**config.mk**
```make
export PLATFORM = sky130hd
export DESIGN_NAME = bist_misr_ora
export DESIGN_NICKNAME = d
export VERILOG_FILES = /design/src/rtl/bist_pkg.sv /design/src/rtl/misr_step.sv /design/src/rtl/bist_misr_ora.sv
export SDC_FILE = /design/constraint.sdc
export NUM_CORES = 1
export LEC_CHECK = 0
export CAP_MARGIN = 40
export CORE_MARGIN = 4
export CORE_UTILIZATION = 50
export DETAILED_ROUTE_END_ITERATION = 10
export PLACE_DENSITY = 0.74
export SLEW_MARGIN = 20
export SYNTH_ARGS = -nofsm -noshare
export SYNTH_HDL_FRONTEND = slang
export SYNTH_SLANG_ARGS = --single-unit
```
**constraint.sdc**
```tcl
create_clock -name clock -period 2.08 [get_ports clock]
set_clock_uncertainty 0.1 [all_clocks]
set_input_delay 0.416 -clock clock [delete_from_list [all_inputs] [get_ports clock]]
set_output_delay 0.416 -clock clock [all_outputs]
set_load 0.01 [all_outputs]
```
**src/rtl/bist_pkg.sv**
```systemverilog
// Shared definitions for the MISR output-response analyser used by the
// 4-bit full-adder BIST: FSM state encoding and default MISR polynomial/seed.
package bist_pkg;

  // State codes kept as plain constants so older blocks can compare against
  // raw two-bit values; the enum below reuses the same encoding.
  localparam logic [1:0] ST_IDLE    = 2'd0;
  localparam logic [1:0] ST_CAPTURE = 2'd1;
  localparam logic [1:0] ST_DONE    = 2'd2;

  typedef enum logic [1:0] {
    IDLE    = ST_IDLE,
    CAPTURE = ST_CAPTURE,
    DONE    = ST_DONE
  } bist_state_e;

  // Defaults for the full-adder CUT: 4-bit signature, 2 response bits
  // (Sum, Cout), feedback into stages 0 and 1, all-zero seed.
  localparam int         BIST_WIDTH    = 4;
  localparam int         BIST_IN_WIDTH = 2;
  localparam logic [3:0] BIST_POLY     = 4'b0011;
  localparam logic [3:0] BIST_SEED     = 4'b0000;

endpackage

```
**src/rtl/misr_step.sv**
```systemverilog
// Combinational next-state function of the MISR: one shift with tap feedback
// from the top stage, XORed with the (zero-extended) response word.
module misr_step
  import bist_pkg::*;
#(
  parameter int               WIDTH    = BIST_WIDTH,
  parameter int               IN_WIDTH = BIST_IN_WIDTH,
  parameter logic [WIDTH-1:0] POLY     = WIDTH'(BIST_POLY)
) (
  input  logic [WIDTH-1:0]    sig_in,
  input  logic [IN_WIDTH-1:0] data_in,
  output logic [WIDTH-1:0]    sig_out
);

  // Response bits above IN_WIDTH contribute nothing.
  logic [WIDTH-1:0] data_ext;
  assign data_ext = WIDTH'(data_in);

  // Stage 0 always receives the feedback bit directly.
  assign sig_out[0] = sig_in[WIDTH-1] ^ data_ext[0];

  genvar gi;
  generate
    for (gi = 1; gi < WIDTH; gi++) begin : g_stage
      assign sig_out[gi] = sig_in[gi-1] ^ (POLY[gi] & sig_in[WIDTH-1]) ^ data_ext[gi];
    end
  endgenerate

endmodule

```
**src/rtl/bist_misr_ora.sv**
```systemverilog
// MISR-based output-response analyser. A start pulse seeds the signature and
// opens a window of num_patterns qualified samples; the final signature is
// held in DONE until the next start or reset.
// Optional build macro MISR_COMPARE_EN adds the golden input and the
// registered pass/fail result, valid together with done.
module bist_misr_ora
  import bist_pkg::*;
#(
  parameter int               WIDTH    = BIST_WIDTH,
  parameter int               IN_WIDTH = BIST_IN_WIDTH,
  parameter logic [WIDTH-1:0] POLY     = WIDTH'(BIST_POLY),
  parameter logic [WIDTH-1:0] SEED     = WIDTH'(BIST_SEED),
  parameter int               CNT_W    = 8
) (
  input  logic                clock,
  input  logic                reset,
  input  logic                start,
  input  logic [CNT_W-1:0]    num_patterns,
  input  logic                data_valid,
  input  logic [IN_WIDTH-1:0] datain,
`ifdef MISR_COMPARE_EN
  input  logic [WIDTH-1:0]    golden,
  output logic                pass,
  output logic                fail,
`endif
  output logic [WIDTH-1:0]    signature,
  output logic                busy,
  output logic                done
);

  bist_state_e      state_q, state_d;
  logic [WIDTH-1:0] sig_q, sig_d;
  logic [CNT_W-1:0] cnt_q, cnt_d;
  logic [CNT_W-1:0] lim_q, lim_d;
  logic [CNT_W-1:0] cnt_next;
  logic [WIDTH-1:0] step_sig;

  misr_step #(
    .WIDTH    (WIDTH),
    .IN_WIDTH (IN_WIDTH),
    .POLY     (POLY)
  ) u_step (
    .sig_in  (sig_q),
    .data_in (datain),
    .sig_out (step_sig)
  );

  assign cnt_next = cnt_q + CNT_W'(1);

  // Next-state: start always wins; otherwise only CAPTURE reacts to data_valid.
  always_comb begin
    state_d = state_q;
    sig_d   = sig_q;
    cnt_d   = cnt_q;
    lim_d   = lim_q;
    if (start) begin
      sig_d = SEED;
      cnt_d = '0;
      lim_d = num_patterns;
      // An empty window has nothing to compact, so finish immediately.
      state_d = (num_patterns == '0) ? DONE : CAPTURE;
    end else if (state_q == CAPTURE && data_valid) begin
      sig_d = step_sig;
      cnt_d = cnt_next;
      if (cnt_next == lim_q) begin
        state_d = DONE;
      end
    end
  end

  // State registers with asynchronous active-low reset.
  always_ff @(posedge clock or negedge reset) begin
    if (!reset) begin
      state_q <= IDLE;
      sig_q   <= '0;
      cnt_q   <= '0;
      lim_q   <= '0;
    end else begin
      state_q <= state_d;
      sig_q   <= sig_d;
      cnt_q   <= cnt_d;
      lim_q   <= lim_d;
    end
  end

  assign signature = sig_q;
  assign busy      = (state_q == CAPTURE);
  assign done      = (state_q == DONE);

`ifdef MISR_COMPARE_EN
  logic pass_q, pass_d;
  logic fail_q, fail_d;
  logic enter_done;

  // A restart with an empty window re-enters DONE even from DONE.
  assign enter_done = (state_d == DONE) && ((state_q != DONE) || start);

  // Verdict is captured on the same edge that raises done.
  always_comb begin
    pass_d = pass_q;
    fail_d = fail_q;
    if (start) begin
      pass_d = 1'b0;
      fail_d = 1'b0;
    end
    if (enter_done) begin
      pass_d = (sig_d == golden);
      fail_d = (sig_d != golden);
    end
  end

  // Verdict registers, cleared by reset.
  always_ff @(posedge clock or negedge reset) begin
    if (!reset) begin
      pass_q <= 1'b0;
      fail_q <= 1'b0;
    end else begin
      pass_q <= pass_d;
      fail_q <= fail_d;
    end
  end

  assign pass = pass_q;
  assign fail = fail_q;
`endif

endmodule

```
Word level (Yosys, flattened, before mapping). Index checks and enable logic that the tools add are counted.

Reductions and logical operators: 5. Muxes and demuxes: 8. Add/sub/neg operators: 1. Eq/ne operators: 3. Bitwise logic cells: 3.

Operators by type and width (count): $mux W8 (2); $add A8 B1 Y8 const B (1); $eq A8 B8 Y1 (1); $logic_not A8 Y1 (1); $mux W2 (4); $mux W4 (2); $reduce_bool A2 Y1 (2); $xor A1 B1 Y1 (3); $eq A2 B1 Y1 const B (1); $eq A2 B2 Y1 const B (1); $reduce_and A2 Y1 (1); $logic_and A1 B1 Y1 (1).

Output and inout port bits: 6. Word-level logic and storage cells: 24. Bits in registers: 22. Input port bits: 14.

Depth between registers and ports, before layout.
Depth after elaboration: 5. Mapped depth: 6. Depth with buffers taken out: 6.

By module. Synthesis repeated with hierarchy kept, for this count alone.

Cell total of the unflattened synthesis: 119. Area, all modules: 1207.4 um^2.

Modules (own cells, without submodules): bist_misr_ora (times used 1, sequential area each 550.5 um^2, area each 1159.9 um^2, cells each 115); misr_step (times used 1, sequential area each 0.0 um^2, area each 47.5 um^2, cells each 4).

Worst setup path after synthesis. Ideal clock, no wire load.

Kind: reg-to-reg. Start: register cnt_q[0]. End: register state_q[0]. Arrival: 1614 ps. Cell stages (with the launch flop): 7. Data required time: 1861 ps. Clock period less this slack: 1833 ps. Library setup time: 119 ps. Setup slack: 247 ps. Path buffers: 0. Path through: dfrtp_1 -> ha_1 -> xor3_1 -> a41o_1 -> nor4_1 -> o2111ai_1 -> o21a_1.

Cells in the longest elaborated chain, start to end: 4.

Ends and longest elaborated chain: start: declaration (RTL line bist_misr_ora.sv:33) `logic [CNT_W-1:0] cnt_q, cnt_d;`; start signal: assignment (RTL line bist_misr_ora.sv:81) `cnt_q <= cnt_d;`; $add A8 B1 Y8 (RTL line bist_misr_ora.sv:48) `assign cnt_next = cnt_q + CNT_W'(1);`; $eq A8 B8 Y1 (RTL line bist_misr_ora.sv:65) `if (cnt_next == lim_q) begin`; $reduce_bool A2 Y1 (no line); $reduce_and A2 Y1 (no line); end signal: assignment (RTL line bist_misr_ora.sv:79) `state_q <= state_d;`; end: declaration (RTL line bist_misr_ora.sv:31) `bist_state_e state_q, state_d;`.

Every way passes these cells. A chain may end at the register's enable or synchronous reset.

Worst setup path after layout.
Start: register state_q[1]. End: output done.

Cells in the longest elaborated chain, start to end: 1.

Ends and longest elaborated chain: $eq A2 B2 Y1 (RTL line bist_misr_ora.sv:88) `assign done = (state_q == DONE);`; end: declaration (RTL line bist_misr_ora.sv:28) `output logic done`.

Every way passes these cells.

==> key figures <==
Die
  • Die Height: 56.8 um
  • Site row count: 17
  • Initial Util: 53.2%
  • Area of the die: 0.00322 mm2
  • Die Wd: 56.8 um
  • # IOs: 20
  • Core area: 0.00223 mm2

Synth
  • Yosys top cell area share: 46.3%
  • Post-Syn Instances: 117
  • Synth Area in Adders: 1.05%
  • Synth Flop Type: dfrtp_1
  • Synth Register Bits: 22
  • Number of distinct library cells after synthesis: 30
  • Synth area leader: dfrtp_1
  • Xor and xnor fraction of the mapped netlist area: 12.3%
  • Post-synthesis simple-gate area fraction: 19.3%
  • Post-synth ARST share: 100%
  • Main combinational cell family by area after synthesis: simple AND/OR/NAND/NOR gates
  • Post-synthesis mux area share: 7.58%
  • Yosys warns: 0
  • Sequential fraction of the synthesis area: 46.3%
  • Synth top area cells: dfrtp_1, mux2_2, xnor2_1
  • EDFF count, synth: 0
  • Avg Inst Size Synth: 10.2 um2
  • Syn Nets: 132
  • Post-synthesis compound-gate area fraction: 11.7%
  • Syn Std Cell Area: 0.00119 mm2

CTS
  • Clk sink count: 22
  • Root Buffer: clkbuf_4
  • H-tree depth: 1
  • TritonCTS Buffers: 3
  • Longest Clk Path Bufs: 2
  • CTS tree: yes
  • Clk_lat worst skew: 0.32 ns
  • Worst-path clk slew: 0.13 ns

Timing
  • Fin crit share: 94.3%
  • RSZ-0062 raised after global routing: no
  • Setup TNS Final: 0 ns
  • Relative slew slack: 76.6%
  • Slew at the pin closest to its max-slew limit: 0.347 ns
  • Final Hold Vio Count: 0
  • Crit path time final: 1.96 ns
  • Final Max Slew Viols: 0
  • # setup viols final: 0
  • Min Hold Slack: 0.329 ns
  • Fmax: 0.510 GHz

Drt
  • DR iter-0 viols: 19
  • Total Wirelength: 2580 um
  • Via count: 962
  • DRT Pass-1 Iters: 4
  • Residual DRC: 0
  • Wire per inst: 15.2 um
  • Vias per cell: 5.66
  • Antenna viol nets, final: 0

Pwr
  • Peak supply drop: 0.419 mV
  • Final Power: 0.959 mW
  • Pleak: 0.608 nW
  • Pwr dens: 639 mW/mm2

GRT
  • Met2 usage: 30.4%
  • First-pass GRT wire length: 4570 um
  • Met1 usage: 23.1%
  • GRT Total Usage: 18.2%
  • Largest net degree at the start of global routing: 23
  • Vias in the first global route: 1031
  • Met3 Use GR: 2.99%
  • Overflow after GRT: 0
  • Global route hottest layer: met2
  • Initial antenna violation count: 0

Setup path
  • Worst Path Required: 1.56 ns
  • Slowest stage delay, CP: 0.55 ns
  • Critical path buffers and inverters: 1
  • Endpoint class of the critical path: output port
  • Crit start category: flip-flop
  • Worst path cell trace: nor2b_1, clkdlybuf4s50_1
  • Slowest stage cell, crit path: clkdlybuf4s50_1
  • CP max FO: 4
  • Launch point of the worst path: state_q[1]
  • Kind of critical path: flip-flop to output port
  • Cell family with most CP delay: buffers and inverters
  • Reg2reg start: cnt_q[1]
  • CP arrival: 1.44 ns

Run
  • Max-cap violations: 0

Placed design
  • IO buf count: 19
  • DP Area: 0.00144 mm2
  • RD Place Congestion: 0.798
  • HPWL after DPL: 1810 um

Cells and area
  • # diodes: 0
  • Post-layout nets: 158
  • Area growth, synth to finish: 26.2%
  • Final instance area: 0.00150 mm2
  • Share of layout cells above drive strength 1: 16.2%
  • Core Util, Final: 67.2%

Hold path
  • Type of the most critical hold path: input pin to async pin

Outcome
  • Status: completed
==> flip-flops by register name, indices dropped and copies added (netlist names) <==
register / flops
cnt_q: 8
lim_q: 8
signature: 4
state_q: 2
==> metal layers <==
metal / vias up / wire (um)
li1: 465 / -
met1: 467 / 1170
met2: 25 / 1240
met3: 5 / 124
met4: 0 / 44
met5: - / 0
==> cells in the mapped netlist (3+ instances only) <==
library cell and number:
a21oi_1 9, dfrtp_1 22, mux2_2 8, nand2_1 13, nand3_1 3, nor2_1 7
nor2b_1 5, nor3_1 3, nor4_1 4, o21ai_0 5, or3_1 3, xnor2_1 10
xor2_1 4
==> worst register-to-register path: cells and delay by family, from the launching register on <==
kind | cells | cell delay [ns]
compound gates | 3 | 0.54
xor+xnor | 1 | 0.39
flops | 1 | 0.43
simple gates | 1 | 0.17
fa+ha+maj | 1 | 0.24
==> metrics by stage <==
stage	std cells	setup slack [ns]
6_report	170	0.119
5_1_grt	170	0.0106
4_1_cts	169	0.0857
3_5_place_dp	165	-0.126
3_3_place_gp	165	-0.0303
2_1_floorplan	117	0.247
==> placed cells by master (no fill, tap or decap), types with 2 or more instances in the layout <==
| master | synthesis | final |
|---|---|---|
| buf_4 | 0 | 7 |
| nand3_1 | 3 | 3 |
| nor2_1 | 7 | 7 |
| nor3_1 | 3 | 3 |
| a21boi_0 | 2 | 2 |
| clkbuf_4 | 0 | 3 |
| o21a_1 | 2 | 2 |
| clkdlybuf4s50_1 | 0 | 18 |
| a21oi_1 | 9 | 9 |
| xnor2_1 | 10 | 10 |
| nand2_1 | 13 | 13 |
| mux2_2 | 8 | 8 |
| nor2b_1 | 5 | 5 |
| or3_1 | 3 | 3 |
| o21ai_0 | 5 | 5 |
| dfrtp_1 | 22 | 22 |
| nor4_1 | 4 | 4 |
| xor2_1 | 4 | 4 |
==> final timing paths <==
| kind | cells past startpoint | slack (ns) | endpoint |
|---|---|---|---|
| max | 2 | 0.12 | done |
| min | 2 | 0.33 | signature[2] |
| max reg2reg | 6 | 0.14 | state_q[0] |
| min reg2reg | 1 | 0.44 | lim_q[2] |
| max in group asynchronous | 2 | 1.32 | cnt_q[1] |
| min in group clock | 1 | 0.44 | lim_q[2] |
==> power breakdown <==
part / internal, mW / switching, mW
registers: 0.452 / 0.0204
logic: 0.0875 / 0.0668
clock network: 0.195 / 0.138
==> cells by family after synthesis <==
group | after synthesis
adders and majority gates | 1
muxes | 8
and+or+nand+nor | 44
xor gates and xnor gates | 15
AOI/OAI and AO/OA | 22
DFF | 22
buffers and inverters | 5
==> area by class of cell <==
class | instances | area [um2]
multi-input cells | 90 | 617
clock buffers | 3 | 22.5
flip-flops and latches | 22 | 551
clock inverters | 1 | 30.0
repair buffers | 26 | 245
fillers | 187 | 733
well taps | 28 | 35.0
==> repair_timing <==
action                                  in CTS  in global routing
endpoints found under the setup margin       0                  1
hold buffers                                 0                  0
resized for setup                            0                  1
setup buffers                                0                  1
Note: power is estimated with default switching activity, not from simulation.
==> variant: new RTL, same flow settings <==
Change the package constant `BIST_IN_WIDTH` from 2 to 4.
--- a/src/rtl/bist_pkg.sv
+++ b/src/rtl/bist_pkg.sv
@@ -17,7 +17,7 @@
   // Defaults for the full-adder CUT: 4-bit signature, 2 response bits
   // (Sum, Cout), feedback into stages 0 and 1, all-zero seed.
   localparam int         BIST_WIDTH    = 4;
-  localparam int         BIST_IN_WIDTH = 2;
+  localparam int         BIST_IN_WIDTH = 4;
   localparam logic [3:0] BIST_POLY     = 4'b0011;
   localparam logic [3:0] BIST_SEED     = 4'b0000;
 
Interface: changed (resized datain); port bits go from 20 to 22. The function was not compared with the original's and may differ.
==> variant against the unedited design <==
- sequential cell count unchanged
- synthesized area up 2.2%
- setup slack worse by 20 ps
- wire length up 1.1%
- global-route usage down 0.51 points
- cell count up 2.4%
- synthesized cell count up 2.6%
- core utilization up 0.98 points
- power up 3.0%
- final area up 2.4%
==> variant: results (changes against the unedited design) <==
| Metric | Value |
|---|---|
| Global Route Usage Sum | 0.177 (-0.00514) |
| CP max FO | 4 (unchanged) |
| Gpl congestion | 0.766 (-4.0%) |
| DR vias | 979 (+1.8%) |
| CTS Buffer Depth | 2 (unchanged) |
| Area contributors post-synth | dfrtp_1, xnor2_1, mux2_2, xor2_1, nor2_1 |
| Placed Area | 0.00148 mm^2 (+3.2%) |
| Non-Filler Instances | 174 (+2.4%) |
| DP HPWL | 1940 um (+7.1%) |
| Clock transition at path regs | 130 ps (about the same) |
| WP data arrival | 1460 ps (+20 ps) |
| Ys async rst share | 1.00 (unchanged) |
| Yosys warns | 0 (unchanged) |
| Syn Nets | 137 (+3.8%) |
| Share of layout cells above drive strength 1 | 0.144 (-0.0181) |
| Most used DFF post-synth | dfrtp_1 |
| Most common library cells after synthesis | dfrtp_1, xnor2_1, nor2_1, nand2_1 |
| Vias in the first global route | 919 (-11%) |
| I/O Buffers | 21 (+2) |
| Pleak | 0.613 nW (+0.69%) |
| Result of the run | finished, final reports clean |
| Post-CTS Hold Fix Bufs | 0 (unchanged) |
| Library cells used by synthesis | 33 (+10%) |
| Initial antenna violation count | 0 (unchanged) |
| Critical R2R Launch | cnt_q[1] |
| Worst hold path class | input port to async pin |
| H-tree level count | 1 (unchanged) |
| DP Worst Slack | -95.1 ps (+30.8 ps) |
| Worst-case vdd ir drop | 0.000470 V (+12%) |
| Final WL | 2610 um (+1.1%) |
| Iteration-0 DRC Markers | 18 (-1) |
| Synth Area per Inst | 10.1 um^2 (-0.34%) |
| Root buffer cell | clkbuf_4 |
| R2r worst-path depth | 6 (unchanged) |
| Post-CTS Setup Inserts | 0 (unchanged) |
| Fin nets | 164 (+3.8%) |
| FF-to-FF setup slack | 280 ps (+140 ps) |
| Sequential cell area fraction in the yosys report | 0.453 (-0.0100) |
| Global-route wire length before repair | 4470 um (-2.3%) |
| Largest net degree at the start of global routing | 24 (+4.3%) |
| DR pass1 iterations | 4 (unchanged) |
| Max transition margin | 0.773 (+0.00678) |
| N_diodes | 0 (unchanged) |
-- variant: cell families after synthesis --
kind of cell,count (synthesis),share of synthesized area
xor+xnor,18,0.130
buf+inv,7,0.0237
fa+ha+maj,1,0.0103
flops,22,0.453
compound gates,20,0.112
simple gates,45,0.206
mux,7,0.0649
-- variant: cell type report --
class,count,area (um^2)
tap,28,35.0
multi-input combinational,91,636
sequential,22,551
timing repair buffer,27,255
clock inverter,1,30.0
fill,187,718
inverter,2,7.51
clock buffer,3,22.5
-- variant: worst max-delay path, cell delays in order, from the launching register on --
cell,delay (ps)
dfrtp_1,430
nor2b_1,160
clkdlybuf4s50_1,560
-- variant: where the power goes --
group | total, W | switching [W] | internal, W | leakage, nW
combinational | 0.000177 | 0.0000769 | 0.000100 | 0.303
clock | 0.000332 | 0.000138 | 0.000195 | 0.0279
sequential | 0.000479 | 0.0000242 | 0.000454 | 0.282
-- variant: metrics by stage --
stage / utilization / hold WS, ps
floorplan: - / 20.4
global placement: 0.658 / 417
CTS: 0.681 / 332
finish: 0.681 / 327
global route: 0.681 / 346
detailed placement: 0.658 / 418
-- variant: per-layer routing --
layer	vias to the layer above	wire, um	GRT usage
li1	484	-	-
met1	470	1260	0.252
met2	21	1220	0.269
met3	4	96	0.0271
met4	0	28	0.0695
met5	-	0	0
-- variant: worst max-delay path by stage --
stage / startpoint / slack (ps) / depth (start not counted) / end
3_3_place_gp: num_patterns[5] / -20 / 6 / state_q[0]
2_1_floorplan: cnt_q[0] / 280 / 6 / state_q[0]
6_report: state_q[1] / 100 / 2 / busy
5_1_grt: state_q[0] / 2 / 2 / busy
4_1_cts: state_q[1] / 80 / 2 / busy
3_5_place_dp: num_patterns[5] / -100 / 6 / state_q[0]
